==> src/rtl/cpu7_ifu_ibuf.sv <==
// cpu7_ifu_ibuf: in-order instruction buffer between fetch and decode, flushed on branch redirect.
// Storage is unreset; occupancy, pointers and the overflow flag clear asynchronously.
module cpu7_ifu_ibuf #(
    parameter int DEPTH = 4,
    parameter int PC_W  = 32
) (
    input  logic                     clock,
    input  logic                     reset,
    input  logic                     fdp_ibuf_valid,
    input  logic [31:0]              fdp_ibuf_inst,
    input  logic [PC_W-1:0]          fdp_ibuf_pc,
    input  logic                     fdp_ibuf_ex,
    input  logic [5:0]               fdp_ibuf_exccode,
    input  logic                     br_cancel,
    input  logic                     dec_ibuf_ready,
    output logic                     ibuf_dec_valid,
    output logic [31:0]              ibuf_dec_inst,
    output logic [PC_W-1:0]          ibuf_dec_pc,
    output logic                     ibuf_dec_ex,
    output logic [5:0]               ibuf_dec_exccode,
    output logic                     ibuf_ifu_stall_req,
    output logic [$clog2(DEPTH):0]   ibuf_count,
    output logic                     ibuf_ovf
);
    localparam int AW = $clog2(DEPTH);
    localparam int EW = 32 + PC_W + 7;

    logic [EW-1:0] mem [DEPTH];
    logic [AW-1:0] rd_ptr, wr_ptr;
    logic [AW:0]   count;
    logic [EW-1:0] head;
    logic          full, empty, push, pop;

    assign full  = count == (AW+1)'(DEPTH);
    assign empty = count == '0;
    assign push  = fdp_ibuf_valid & ~full & ~br_cancel;
    assign pop   = ~empty & dec_ibuf_ready & ~br_cancel;

    always_ff @(posedge clock)
        if (push) mem[wr_ptr] <= {fdp_ibuf_ex, fdp_ibuf_exccode, fdp_ibuf_pc, fdp_ibuf_inst};

    // Overflow is registered so it pulses the cycle after the dropped entry.
    always_ff @(posedge clock or negedge reset) begin
        if (!reset) begin
            rd_ptr   <= '0;
            wr_ptr   <= '0;
            count    <= '0;
            ibuf_ovf <= 1'b0;
        end else if (br_cancel) begin
            rd_ptr   <= '0;
            wr_ptr   <= '0;
            count    <= '0;
            ibuf_ovf <= 1'b0;
        end else begin
            if (push) wr_ptr <= wr_ptr + AW'(1);
            if (pop) rd_ptr <= rd_ptr + AW'(1);
            count    <= count + (AW+1)'(push) - (AW+1)'(pop);
            ibuf_ovf <= fdp_ibuf_valid & full;
        end
    end

    assign head               = empty ? '0 : mem[rd_ptr];
    assign ibuf_dec_valid     = ~empty;
    assign ibuf_ifu_stall_req = full;
    assign ibuf_count         = count;
    assign {ibuf_dec_ex, ibuf_dec_exccode, ibuf_dec_pc, ibuf_dec_inst} = head;
endmodule

==> config.mk <==
export PLATFORM = sky130hd
export DESIGN_NAME = cpu7_ifu_ibuf
export DESIGN_NICKNAME = d
export VERILOG_FILES = /design/src/rtl/cpu7_ifu_ibuf.sv
export SDC_FILE = /design/constraint.sdc
export NUM_CORES = 1
export LEC_CHECK = 0
export BUFFER_PORTS_ARGS = -buffer_cell sky130_fd_sc_hd__clkbuf_2
export CAP_MARGIN = 10
export CORE_ASPECT_RATIO = 0.75
export CORE_UTILIZATION = 45
export CTS_CLUSTER_DIAMETER = 80
export DETAILED_ROUTE_END_ITERATION = 8
export PLACE_DENSITY = 0.77
export SYNTH_ARGS = -nofsm -noshare
export SYNTH_HDL_FRONTEND = slang
export SYNTH_SLANG_ARGS = --single-unit
export TNS_END_PERCENT = 10
==> constraint.sdc <==
create_clock -name clock -period 6.7 [get_ports clock]
set_input_delay 0.67 -clock clock [delete_from_list [all_inputs] [get_ports clock]]
set_output_delay 0.67 -clock clock [all_outputs]
set_load 0.01 [all_outputs]
==> out/qor.yml <==
run_status:
  status: "finished clean"
final_layout:
  fin_cells: 1012
  seqCellArea_sq_mm: 0.008736
  multiInputGateArea_sq_mm: 0.002325
  fill_cells: 1910
  finish.net_count: 742
  drive_gt1_frac: 0.3903
  area_delta_synth_final_pct: 16.20
logic_synthesis:
  synth-async-reset-ratio: 0.02740
  synth_area_sq_mm: 0.01129
  synth_edf_count: 284
  synth.area.top_cells: "edfxtp_1 (76%), mux4_2 (14%), and2_1 (4.2%)"
  synth_cell_types: 24
  synth_ff_type: "edfxtp_1"
  avgSynthCellArea_sq_um: 22.59
  synth_top_area_cell: "edfxtp_1"
  synth-seq-cells: 292
  syn_inst: 500
  yosys_warnings: 0
  synth_top_area_frac: 0.7552
  syn_nets: 583
  seq_area_frac_synth: 0.7729
clocking:
  cts-root-buf: "clkbuf_16"
  cts_buffers: 27
  clkTransAtPathRegs_ps: 60
  ctsResizeCount: 0
  htreeDepth: 1
  cts_tree: "yes"
  cts_sinks: 292
  cts_buffer_depth: 3
  insertion_delay_ps: 520
critical_path:
  crit_slowest_cell: "dfrtp_4"
  critPathMaxStageDelay_ps: 870
  cp-start-kind: "flip-flop"
  crit_chain: "buf_4 -> mux4_2 -> and2_1 -> clkbuf_2"
  cp.arrival_ps: 3120
  crit_fanout: 39
  crit_type: "reg -> out"
  required_ps: 6030
  endpoint_kind: "output port"
grt:
  grtUsageTotal: 0.1610
  grt_max_degree: 73
  antenna_found_initial: 2
  gr-total-overflow: 0
  grt_pass1_wl_microns: 31640
  grt_pass1_vias: 5736
floorplanning:
  rows: 49
  pin_count: 153
  core_area_sq_mm: 0.02428
  die_h_microns: 139.2
  die-area_sq_mm: 0.02574
  initial_core_util: 0.4652
  fp.dieW_microns: 184.9
pwr:
  seq_power_share: 0.459
  p_leak_nw: 4.468
  ir_drop_mv: 0.2722
  p_sw_frac: 0.2730
  switching_power_mw: 1.323
  p_comb_frac: 0.245
  power_frac_clock: 0.296
  p_per_area_mw_per_mm2: 369.3
  p_int_mw: 3.523
  power_mw: 4.846
run:
  drv_cap: 0
drt:
  ant_nets: 0
  vias_per_cell: 5.237
  drc: 0
  dr.pass1.iters: 4
  drt_wl_total_microns: 20480
  drt_iter0_markers: 341
  wl_per_cell_microns: 20.23
  vias: 5300
timing:
  finalSetupViolCount: 0
  fin_crit_sh: 0.5657
  setup_ws_ps: 2910
  fin_skew_ps: 8.057
  rsz0062_at_grt: "no"
  drv_slew: 0
  maxSlewHeadroom: 0.2500
  fin_crit_ps: 3790
  tightestPinTransition_ps: 1125
  final_hold_viol_count: 0
  tns_ps: 0
  timing.fmax_mhz: 263.8
place:
  hpwl_microns: 11740
  place_congestion: 0.7288
  place_ws_ps: 3351
  dp_cells: 959
  io_buffers: 152
min_path:
  hp-class: "in -> reg"
[cells in the final DEF, fill, tap and decap left out, drive strengths merged, types with 3 or more instances in the layout]
cell,netlist,final
clkbuf,9,189
mux4,71,71
dfrtp,8,8
and2,76,76
xor2,3,3
inv,7,7
clkinv,0,9
ha,6,6
edfxtp,284,284
nor2,5,5
[power groups by stage]
| stage | Combinational, mW | Sequential, mW | Clock (mW) |
|---|---|---|---|
| 6_report | 1.19 | 2.22 | 1.44 |
| 2_1_floorplan | 0.903 | 2.18 | 0 |
| 5_1_grt | 1.29 | 2.24 | 1.53 |
| 3_5_place_dp | 1.19 | 2.27 | 0 |
| 4_1_cts | 1.20 | 2.23 | 1.47 |
| 3_3_place_gp | 1.17 | 2.26 | 0 |
[kinds of logic (layout without fill, tap and decap cells)]
kind of cell,count (synthesis),count (layout),synth area share
buffers and inverters,32,211,0.02227
flip-flops,292,292,0.7729
other,0,2,0
AO/OA/AOI/OAI,6,6,0.003545
adder cells (fa/ha/maj),7,7,0.008420
AND/OR/NAND/NOR,89,89,0.04864
multiplexers,71,71,0.1419
XOR/XNOR,3,3,0.002327
[routing by layer]
layer | routed length (microns) | vias up | GRT usage
met5 | 0 | - | 0
met4 | 433 | 0 | 0.04002
met3 | 1204 | 32 | 0.03309
met2 | 9926 | 160 | 0.2725
li1 | - | 2353 | -
met1 | 8912 | 2755 | 0.2137
[repair_timing]
item	4_1_cts	5_1_grt
buffers inserted	0	0
endpoints found under the hold margin	8	0
hold buffers	1	0
[layout make-up]
class	instances	share of cell area
inverter	7	0.002002
clock inverter	12	0.008009
antenna	2	0.0003814
tap	331	0.03156
sequential	292	0.6657
multi-input combinational	176	0.1772
clock buffer	37	0.05435
timing repair buffer	155	0.06083
[synth_stat cells, types with 3 or more instances]
cell / count
and2_1: 76
buf_12: 7
buf_2: 8
clkbuf_1: 9
dfrtp_1: 8
edfxtp_1: 284
ha_1: 6
inv_1: 7
mux4_2: 70
nor2_1: 5
xor2_1: 3
[worst max-delay path: cells and delay by family, from the launching register on]
family	cells	cell delay, ps
buffers and inverters	2	860
and+or+nand+nor	1	200
DFF	1	870
muxes	1	600
[state kept, by name, indices dropped and copies added, names as in the netlist]
register and count:
ibuf_count 3, mem 284, rd_ptr 2, wr_ptr 2, ibuf_ovf 1
[metrics by stage]
stage | instance area [sq um] | utilization | hold WS, ps
finish | 13120 | 0.5405 | 361.9
global route | 13120 | 0.5403 | 341.4
CTS | 13100 | 0.5395 | 340.0
detailed placement | 12270 | 0.5054 | 530.2
global placement | 12270 | 0.5054 | 523.9
floorplan | 11290 | - | 374.4
[path summary, 6_finish.rpt]
path,from,to,slack (ps),cells past startpoint
min in group asynchronous,reset,ibuf_count[0],530,2
max in group asynchronous,reset,rd_ptr[0],5960,2
max,rd_ptr[0],ibuf_dec_inst[23],2910,4
max reg2reg,ibuf_count[2],ibuf_count[2],3940,11
min reg2reg,wr_ptr[0],wr_ptr[0],660,2
min,fdp_ibuf_pc[5],mem[1][37],360,1
(Power assumes the default switching activity.)
